--- src/rtl/aes_selftest_pkg.sv ---
// Shared types and constants for the AES known-answer self-test sequencer.
// Holds the FSM state type, round-count helpers and FIPS-197 test vectors.
package aes_selftest_pkg;

    typedef enum logic [2:0] {
        IDLE,
        ENC,
        CAPT,
        DEC,
        CHECK,
        DONE
    } state_e;

    function automatic int nr_of(input int nk);
        return nk + 6;
    endfunction

    function automatic bit nk_legal(input int nk);
        return (nk == 4) || (nk == 6) || (nk == 8);
    endfunction

    // FIPS-197 appendix C known-answer vectors
    localparam logic [127:0] FIPS_PT     = 128'h00112233445566778899aabbccddeeff;
    localparam logic [127:0] FIPS_KEY128 = 128'h000102030405060708090a0b0c0d0e0f;
    localparam logic [191:0] FIPS_KEY192 = 192'h000102030405060708090a0b0c0d0e0f1011121314151617;
    localparam logic [255:0] FIPS_KEY256 =
        256'h000102030405060708090a0b0c0d0e0f101112131415161718191a1b1c1d1e1f;
    localparam logic [127:0] FIPS_CT128  = 128'h69c4e0d86a7b0430d8cdb78070b4c55a;
    localparam logic [127:0] FIPS_CT192  = 128'hdda97ca4864cdfe06eaf70a0ec0d7191;
    localparam logic [127:0] FIPS_CT256  = 128'h8ea2b7ca516745bfeafc49904b496089;

endpackage

--- src/rtl/aes_phase_timer.sv ---
// Loadable round counter shared by the encrypt and decrypt phases.
// term_o is high while the count equals NR, i.e. on the last cycle of a phase.
module aes_phase_timer #(
    parameter int NR    = 10,
    parameter int CNT_W = $clog2(NR + 1)
) (
    input  logic clk,
    input  logic reset,
    input  logic load_i,
    input  logic en_i,
    output logic term_o
);

    logic [CNT_W-1:0] cnt_q;
    logic [CNT_W-1:0] cnt_d;

    // NOTE: every always_comb output gets a default first, so no path leaves it unassigned (no latch).
    always_comb begin
        cnt_d = cnt_q;
        if (load_i) begin
            cnt_d = '0;
        end else if (en_i) begin
            cnt_d = cnt_q + CNT_W'(1);
        end
    end

    // NOTE: state registers use non-blocking assignments so all flops update together at the edge.
    always_ff @(posedge clk or posedge reset) begin
        if (reset) begin
            cnt_q <= '0;
        end else begin
            cnt_q <= cnt_d;
        end
    end

    assign term_o = (cnt_q == CNT_W'(NR));

endmodule

--- src/rtl/aes_selftest_ctrl.sv ---
// AES known-answer self-test sequencer: encrypt, capture, decrypt, compare.
// Define AES_SELFTEST_LOOP_EN for continuous looping with run_cnt and fail_sticky outputs.
module aes_selftest_ctrl
    import aes_selftest_pkg::*;
#(
    parameter int NK    = 4,
    parameter int NR    = nr_of(NK),
    parameter int CNT_W = $clog2(NR + 1)
) (
    input  logic             clk,
    input  logic             reset,
    input  logic             start,
    input  logic [32*NK-1:0] key_in,
    input  logic [127:0]     plain_in,
    input  logic [127:0]     expected_ct,
    output logic [32*NK-1:0] key_out,
    output logic [127:0]     pt_out,
    output logic             enc_rst,
    input  logic [127:0]     enc_out,
    output logic             dec_rst,
    output logic [127:0]     ct_out,
    input  logic [127:0]     dec_out,
    input  logic             disp_src,
    input  logic [3:0]       disp_idx,
    output logic [7:0]       disp_byte,
    output logic             busy,
    output logic             done,
    output logic             pass_enc,
    output logic             pass_dec
`ifdef AES_SELFTEST_LOOP_EN
    ,
    output logic [15:0]      run_cnt,
    output logic             fail_sticky
`endif
);

    if (!nk_legal(NK)) begin : g_nk_illegal
        $error("aes_selftest_ctrl: NK must be 4, 6 or 8");
    end

    state_e           state_q, state_d;
    logic             accept;
    logic             tmr_load, tmr_en, tmr_term;

    logic [32*NK-1:0] key_q, key_d;
    logic [127:0]     pt_q, pt_d;
    logic [127:0]     exp_q, exp_d;
    logic [127:0]     ct_q, ct_d;
    logic [127:0]     pt_rec_q, pt_rec_d;
    logic             pass_enc_q, pass_enc_d;
    logic             pass_dec_q, pass_dec_d;
    logic [7:0]       disp_q, disp_d;
    logic [127:0]     disp_word;
    logic [3:0]       byte_sel;

`ifdef AES_SELFTEST_LOOP_EN
    logic             keep_q, keep_d;
    logic [15:0]      run_cnt_q, run_cnt_d;
    logic             fail_q, fail_d;
`endif

    assign accept = (state_q == IDLE) && start;

    aes_phase_timer #(
        .NR    (NR),
        .CNT_W (CNT_W)
    ) u_timer (
        .clk    (clk),
        .reset  (reset),
        .load_i (tmr_load),
        .en_i   (tmr_en),
        .term_o (tmr_term)
    );

    always_ff @(posedge clk or posedge reset) begin
        if (reset) begin
            state_q <= IDLE;
        end else begin
            state_q <= state_d;
        end
    end

    always_comb begin
        state_d = state_q;
        unique case (state_q)
            IDLE:    if (start) state_d = ENC;
            ENC:     if (tmr_term) state_d = CAPT;
            CAPT:    state_d = DEC;
            DEC:     if (tmr_term) state_d = CHECK;
            CHECK:   state_d = DONE;
`ifdef AES_SELFTEST_LOOP_EN
            DONE:    state_d = (keep_q && start) ? ENC : IDLE;
`else
            DONE:    state_d = IDLE;
`endif
            default: state_d = IDLE;
        endcase
    end

    // Cipher cores are held in reset outside their own phase; the timer reloads between phases.
    always_comb begin
        enc_rst = 1'b1;
        dec_rst = 1'b1;
        busy    = 1'b1;
        done    = 1'b0;
        tmr_en  = 1'b0;
        unique case (state_q)
            IDLE:    busy = 1'b0;
            ENC: begin
                enc_rst = 1'b0;
                tmr_en  = 1'b1;
            end
            DEC: begin
                dec_rst = 1'b0;
                tmr_en  = 1'b1;
            end
            DONE:    done = 1'b1;
            default: ;
        endcase
    end

    assign tmr_load = ~tmr_en;

    // Byte 0 is the most significant byte of the selected word.
    assign disp_word = disp_src ? pt_rec_q : ct_q;
    assign byte_sel  = 4'd15 - disp_idx;

    always_comb begin
        key_d      = key_q;
        pt_d       = pt_q;
        exp_d      = exp_q;
        ct_d       = ct_q;
        pt_rec_d   = pt_rec_q;
        pass_enc_d = pass_enc_q;
        pass_dec_d = pass_dec_q;
        disp_d     = disp_word[{byte_sel, 3'b000} +: 8];
        if (accept) begin
            key_d      = key_in;
            pt_d       = plain_in;
            exp_d      = expected_ct;
            pass_enc_d = 1'b0;
            pass_dec_d = 1'b0;
        end
        if (state_q == CAPT) begin
            ct_d       = enc_out;
            pass_enc_d = (enc_out == exp_q);
        end
        if (state_q == CHECK) begin
            pt_rec_d   = dec_out;
            pass_dec_d = (dec_out == pt_q);
        end
    end

`ifdef AES_SELFTEST_LOOP_EN
    // Dropping start at any point of a run ends the loop after that run's DONE.
    always_comb begin
        keep_d    = keep_q;
        run_cnt_d = run_cnt_q;
        fail_d    = fail_q;
        if (accept) begin
            keep_d = 1'b1;
        end else if (busy && !start) begin
            keep_d = 1'b0;
        end
        if (state_q == DONE) begin
            if (run_cnt_q != 16'hFFFF) run_cnt_d = run_cnt_q + 16'd1;
            if (!(pass_enc_q && pass_dec_q)) fail_d = 1'b1;
        end
    end
`endif

    always_ff @(posedge clk or posedge reset) begin
        if (reset) begin
            key_q      <= '0;
            pt_q       <= '0;
            exp_q      <= '0;
            ct_q       <= '0;
            pt_rec_q   <= '0;
            pass_enc_q <= 1'b0;
            pass_dec_q <= 1'b0;
            disp_q     <= '0;
`ifdef AES_SELFTEST_LOOP_EN
            keep_q     <= 1'b0;
            run_cnt_q  <= '0;
            fail_q     <= 1'b0;
`endif
        end else begin
            key_q      <= key_d;
            pt_q       <= pt_d;
            exp_q      <= exp_d;
            ct_q       <= ct_d;
            pt_rec_q   <= pt_rec_d;
            pass_enc_q <= pass_enc_d;
            pass_dec_q <= pass_dec_d;
            disp_q     <= disp_d;
`ifdef AES_SELFTEST_LOOP_EN
            keep_q     <= keep_d;
            run_cnt_q  <= run_cnt_d;
            fail_q     <= fail_d;
`endif
        end
    end

    assign key_out   = key_q;
    assign pt_out    = pt_q;
    assign ct_out    = ct_q;
    assign disp_byte = disp_q;
    assign pass_enc  = pass_enc_q;
    assign pass_dec  = pass_dec_q;
`ifdef AES_SELFTEST_LOOP_EN
    assign run_cnt     = run_cnt_q;
    assign fail_sticky = fail_q;
`endif

endmodule

--- config.mk ---
export PLATFORM = sky130hd
export DESIGN_NAME = aes_selftest_ctrl
export DESIGN_NICKNAME = d
export VERILOG_FILES = /design/src/rtl/aes_selftest_pkg.sv /design/src/rtl/aes_phase_timer.sv /design/src/rtl/aes_selftest_ctrl.sv
export SDC_FILE = /design/constraint.sdc
export NUM_CORES = 2
export LEC_CHECK = 0
export BUFFER_PORTS_ARGS = -buffer_cell sky130_fd_sc_hd__buf_2
export CAP_MARGIN = 25
export CORE_AREA = 2 2 402 404
export DETAILED_ROUTE_END_ITERATION = 10
export DIE_AREA = 0 0 404 406
export GPL_ROUTABILITY_DRIVEN = 0
export PLACE_DENSITY_LB_ADDON = 0.25
export SLEW_MARGIN = 10
export SYNTH_ARGS = -nofsm -noshare
export SYNTH_HDL_FRONTEND = slang
export SYNTH_SLANG_ARGS = --single-unit
--- constraint.sdc ---
create_clock -name clk -period 25.9 [get_ports clk]
set_input_delay 2.59 -clock clk [delete_from_list [all_inputs] [get_ports clk]]
set_output_delay 2.59 -clock clk [all_outputs]
set_load 0.01 [all_outputs]
==> Yosys cells after proc, flatten, opt, wreduce, memory -nomap -nowiden <==
Cells that the tools add are included.
{ "classes": {"reduce_logical": 6, "eq_ne": 11, "muxes": 14, "n_shift": 1, "add_sub_neg": 2} }
{ "ops": {"columns": ["operator", "n"], "rows": [
  ["equality test 128 bit", 2],
  ["2-to-1 mux 128 bit", 1],
  ["indexed part select 128 x 8 -> 8 bit", 1],
  ["case mux 3 bit (5 select lines)", 1],
  ["2-to-1 mux 3 bit", 3],
  ["2-to-1 mux 1 bit", 8],
  ["equality test 3 x 2 -> 1 bit, second input constant", 2],
  ["equality test 3 bit, second input constant", 2],
  ["inequality test 2 bit, second input constant", 3],
  ["adder 4 x 1 -> 4 bit, second input constant", 1],
  ["equality test 4 bit, second input constant", 1],
  ["2-to-1 mux 4 bit", 1],
  ["nonzero test 2 bit", 2],
  ["subtractor 4 bit, first input constant", 1],
  ["equality test 3 x 1 -> 1 bit, second input constant", 1],
  ["zero test 3 bit", 1],
  ["AND reduction 3 bit", 1],
  ["OR reduction 2 bit", 1],
  ["logical AND 1 bit", 1]
]} }
{ "word_totals": {"ff_bits": 657, "input_bits": 648, "output_inout_bits": 398, "wordCells": 44} }

==> Longest topological paths before layout <==
{ "depth": {"word_depth": 4, "ltp_mapped": 7} }

==> Hierarchy <==
Synthesis repeated with hierarchy kept, for this count alone.
{ "hier_totals": {"cells_unflattened": 1898, "area_unflattened_um2": 29111.7} }
{ "by_module_without_submodules": {"columns": ["mod", "area_per_inst_um2", "n_inst", "seq_area_each_um2", "cells_each"], "rows": [
  ["aes_selftest_ctrl", 28892.7, 1, 16340.7, 1878],
  ["aes_phase_timer", 219.0, 1, 100.1, 20]
]} }

==> Least setup slack after synthesis <==
OpenSTA, ideal clock, no wires.
{ "synth_path": {"path_type": "input port to flip-flop", "from": "in disp_idx[0]", "to": "reg disp_q[0] (netlist: disp_byte[0])", "arrival_ns": 4.273, "required_time_ns": 25.775, "n_path_buf": 2, "cell_stages": 5, "path_slack_ns": 21.502, "setup_time_ns": 0.125, "cell_sequence": "clkbuf_1 > clkbuf_1 > mux4_2 > mux4_2 > mux2_2"} }
{ "synth_between": {"elab_chain_len": 2} }
{ "synth_lines": {"columns": ["element", "line", "text"], "rows": [
  ["from (decl)", "aes_selftest_ctrl.sv:24", "input logic [3:0] disp_idx,"],
  ["subtractor 4 bit", "aes_selftest_ctrl.sv:126", "assign byte_sel = 4'd15 - disp_idx;"],
  ["indexed part select 128 x 8 -> 8 bit", "aes_selftest_ctrl.sv:136", "disp_d = disp_word[{byte_sel, 3'b000} +: 8];"],
  ["via disp_d[0]", "aes_selftest_ctrl.sv:52", "logic [7:0] disp_q, disp_d;"],
  ["to (signal assigned)", "aes_selftest_ctrl.sv:195", "disp_q <= disp_d;"],
  ["to (decl)", "aes_selftest_ctrl.sv:52", null]
]} }
The timed path passes the listed nets, and every way through them passes these cells.
A chain may end at the register's enable or synchronous reset.

==> Worst setup path in the final report <==
{ "layout_path": {"from": "in start", "to": "reg exp_q[12]"} }
{ "layout_between": {"elab_chain_len": 1} }
{ "layout_lines": {"columns": ["element", "line", "text"], "rows": [
  ["from (decl)", "aes_selftest_ctrl.sv:12", "input logic start,"],
  ["logical AND 1 bit", "aes_selftest_ctrl.sv:62", "assign accept = (state_q == IDLE) && start;"],
  ["to (signal assigned)", "aes_selftest_ctrl.sv:190", "exp_q <= exp_d;"],
  ["to (decl)", "aes_selftest_ctrl.sv:47", "logic [127:0] exp_q, exp_d;"]
]} }
Every way passes these cells.

==> results.yml <==
routing:
  drtAntennaViolNets: 0
  via_per_inst: 4.16
  vias: 22200
  drt_iter0_markers: 1566
  drtPass1Iterations: 5
  routed_wl_um: 170000
  wire_per_inst_um: 31.7
  drc_errors: 0
final_layout:
  drive_gt1_share_pct: 55.2
  register_area_mm2: 0.0164
  fillerInstances: 17200
  final_area_mm2: 0.0396
  area_delta_synth_final_pct: 36.6
  multi_input_area_mm2: 0.0121
  final_nets: 3831
sta:
  tightest_slew_ps: 1070
  setup_viol: 0
  skew_ps: 26.2
  max_freq_ghz: 0.186
  finalSetupTns_ps: 0
  rsz0062_at_grt: "false"
  final-hold-violation-count: 0
  slew_headroom_pct: 28.4
  report.final.slew_viol_count: 0
  period_share_pct: 20.8
  period_needed_ps: 5380
placed_design:
  placed_cell_area_mm2: 0.0367
  numPortBuffers: 1045
  hpwl_um: 143000
grt:
  grt_pass1_wl_um: 218000
  first_global_vias: 23000
  grt_overflow: 0
  grt_max_degree: 160
  antenna_found_initial: 96
  grt_usage_pct: 20.2
job:
  cap_viol_max_count: 0
cts:
  clkSinkCount: 657
  post-cts-setup-buffers: 0
  clkTransAtPathRegs_ps: 60
  cts_buffer_depth: 3
  clk_root_buffer_cell: "clkbuf_16"
  cts_inserted_buffers: 87
  cts_tree: "yes"
  cts_hold_buf: 0
  htreeDepth: 3
  clk_latency_ps: 700
  cts.repair.resized: 0
yosys:
  synth_top_area_share_pct: 56.6
  synth_common_cells: "657 x dfrtp_1, 491 x mux2_2, 390 x nand2_1"
  yosysUniqueCellTypes: 31
  synthArstFlopShare_pct: 100
  ys_seq_elements: 657
  netlist_area_mm2: 0.0290
  syn-num-nets: 2774
  synth_area_leaders: "dfrtp_1 57%, mux2_2 19%, mux4_2 6.2%"
  yosys_most_used_dff: "dfrtp_1"
  synth_most_common_cell: "dfrtp_1"
  yosysWarnings: 0
  synth_edf_count: 0
  avgSynthCellArea_um2: 13.7
  syn_inst: 2124
  seq_area_frac_synth_pct: 56.6
  synth_top_cell_by_area: "dfrtp_1"
worst_setup_path:
  cp-start-kind: "input port"
  cp.arrival_ps: 5950
  crit_path_end_kind: "register"
  cp.required_ps: 26470
  setup.worst_path.class: "in -> reg"
  path_max_fanout: 66
run_status:
  status: "complete, no violations"
die:
  row_count: 147
  die_h_um: 406
  core_mm2: 0.160
  dieArea_mm2: 0.164
  initial_utilization_pct: 18.2
  ioPinCount: 1046
  die_w_um: 404
pwr:
  max-vdd-ir-drop_mv: 0.0568
  p_total_w: 0.00519
  leakagePower_nw: 17.8
  p_per_area_mw_per_mm2: 131
hold_path:
  min_path_type: "reg -> reg"
cells by family (layout without fill, tap and decap cells):
logic type / after synthesis / after routing / synth area share [%]
other: 0 / 13 / 0
and+or+nand+nor: 492 / 492 / 7.16
xor gates and xnor gates: 259 / 259 / 7.82
DFF: 657 / 657 / 56.6
muxes: 600 / 600 / 26.4
buffers and inverters: 109 / 1233 / 1.78
adders and majority gates: 2 / 2 / 0.0862
AOI/OAI and AO/OA: 5 / 5 / 0.129
final cells by class:
| type | count | share of cell area [%] |
|---|---|---|
| diodes | 13 | 0.0821 |
| clock buffers | 122 | 6.31 |
| clock inverters | 34 | 1.13 |
| inverters | 4 | 0.0568 |
| multi-input cells | 1358 | 30.6 |
| flip-flops and latches | 657 | 41.5 |
| well taps | 2086 | 6.58 |
| repair buffers | 1073 | 13.8 |
flip-flops by register name, summed over array words and instances (netlist names):
| signal | count |
|---|---|
| ct_out | 128 |
| exp_q | 128 |
| key_out | 128 |
| pt_out | 128 |
| pt_rec_q | 128 |
| disp_byte | 8 |
| u_timer.cnt_q | 4 |
| state_q | 3 |
| pass_dec | 1 |
| pass_enc | 1 |
placed cells by master, fill, tap and decap left out, types with 26 or more instances in the layout:
cell type     n
xor2_1       74
nand4_1      52
xnor2_1     183
nand2_1     389
dfrtp_1     657
buf_2      1045
mux2_1       29
mux4_2       80
nor4_1       27
clkbuf_16    88
mux2_2      491
buf_4        26
metrics by stage:
| stage | hold slack [ps] | cells | utilization, % | setup WS, ps |
|---|---|---|---|---|
| after CTS | 474 | 5334 | 24.8 | 20570 |
| after global routing | 492 | 5335 | 24.8 | 20370 |
| final | 473 | 5347 | 24.8 | 20520 |
| after detailed placement | 460 | 5178 | 23.0 | 19810 |
| after floorplan | 440 | 2124 | - | 4900 |
| after global placement | 456 | 5176 | 23.0 | 19800 |
final timing paths:
| kind | slack [ps] | start | depth (start not counted) | endpoint |
|---|---|---|---|---|
| min in group asynchronous | 2010 | reset | 2 | key_out[75] |
| worst max register to register | 21520 | state_q[2] | 6 | exp_q[12] |
| worst max-delay path | 20520 | start | 7 | exp_q[12] |
| worst min-delay path | 470 | pt_rec_q[126] | 2 | pt_rec_q[126] |
| max in group asynchronous | 21520 | reset | 4 | ct_out[89] |
| worst min register to register | 470 | pt_rec_q[126] | 2 | pt_rec_q[126] |
layer usage:
metal  part of all wire, %  GRT usage [%]  vias up
met2                    50           35.1      990
met3                   8.6           6.59      234
met4                   2.1           4.98       88
met1                    39           23.9    11400
li1                      -              -     9561
met5                  0.32              0        -
power by group:
| group | internal (W) | switching (W) | total [W] |
|---|---|---|---|
| clock | 0.000747 | 0.000513 | 0.00126 |
| sequential | 0.00152 | 0.000597 | 0.00211 |
| combinational | 0.000872 | 0.000950 | 0.00182 |
| total | 0.00313 | 0.00206 | 0.00519 |
worst max-delay path: stages:
cell	delay, ps
buf_2	110
inv_1	70
nor2_4	360
buf_4	770
buf_4	740
buf_4	700
mux2_2	420
Note: power is estimated with default switching activity, not from simulation.
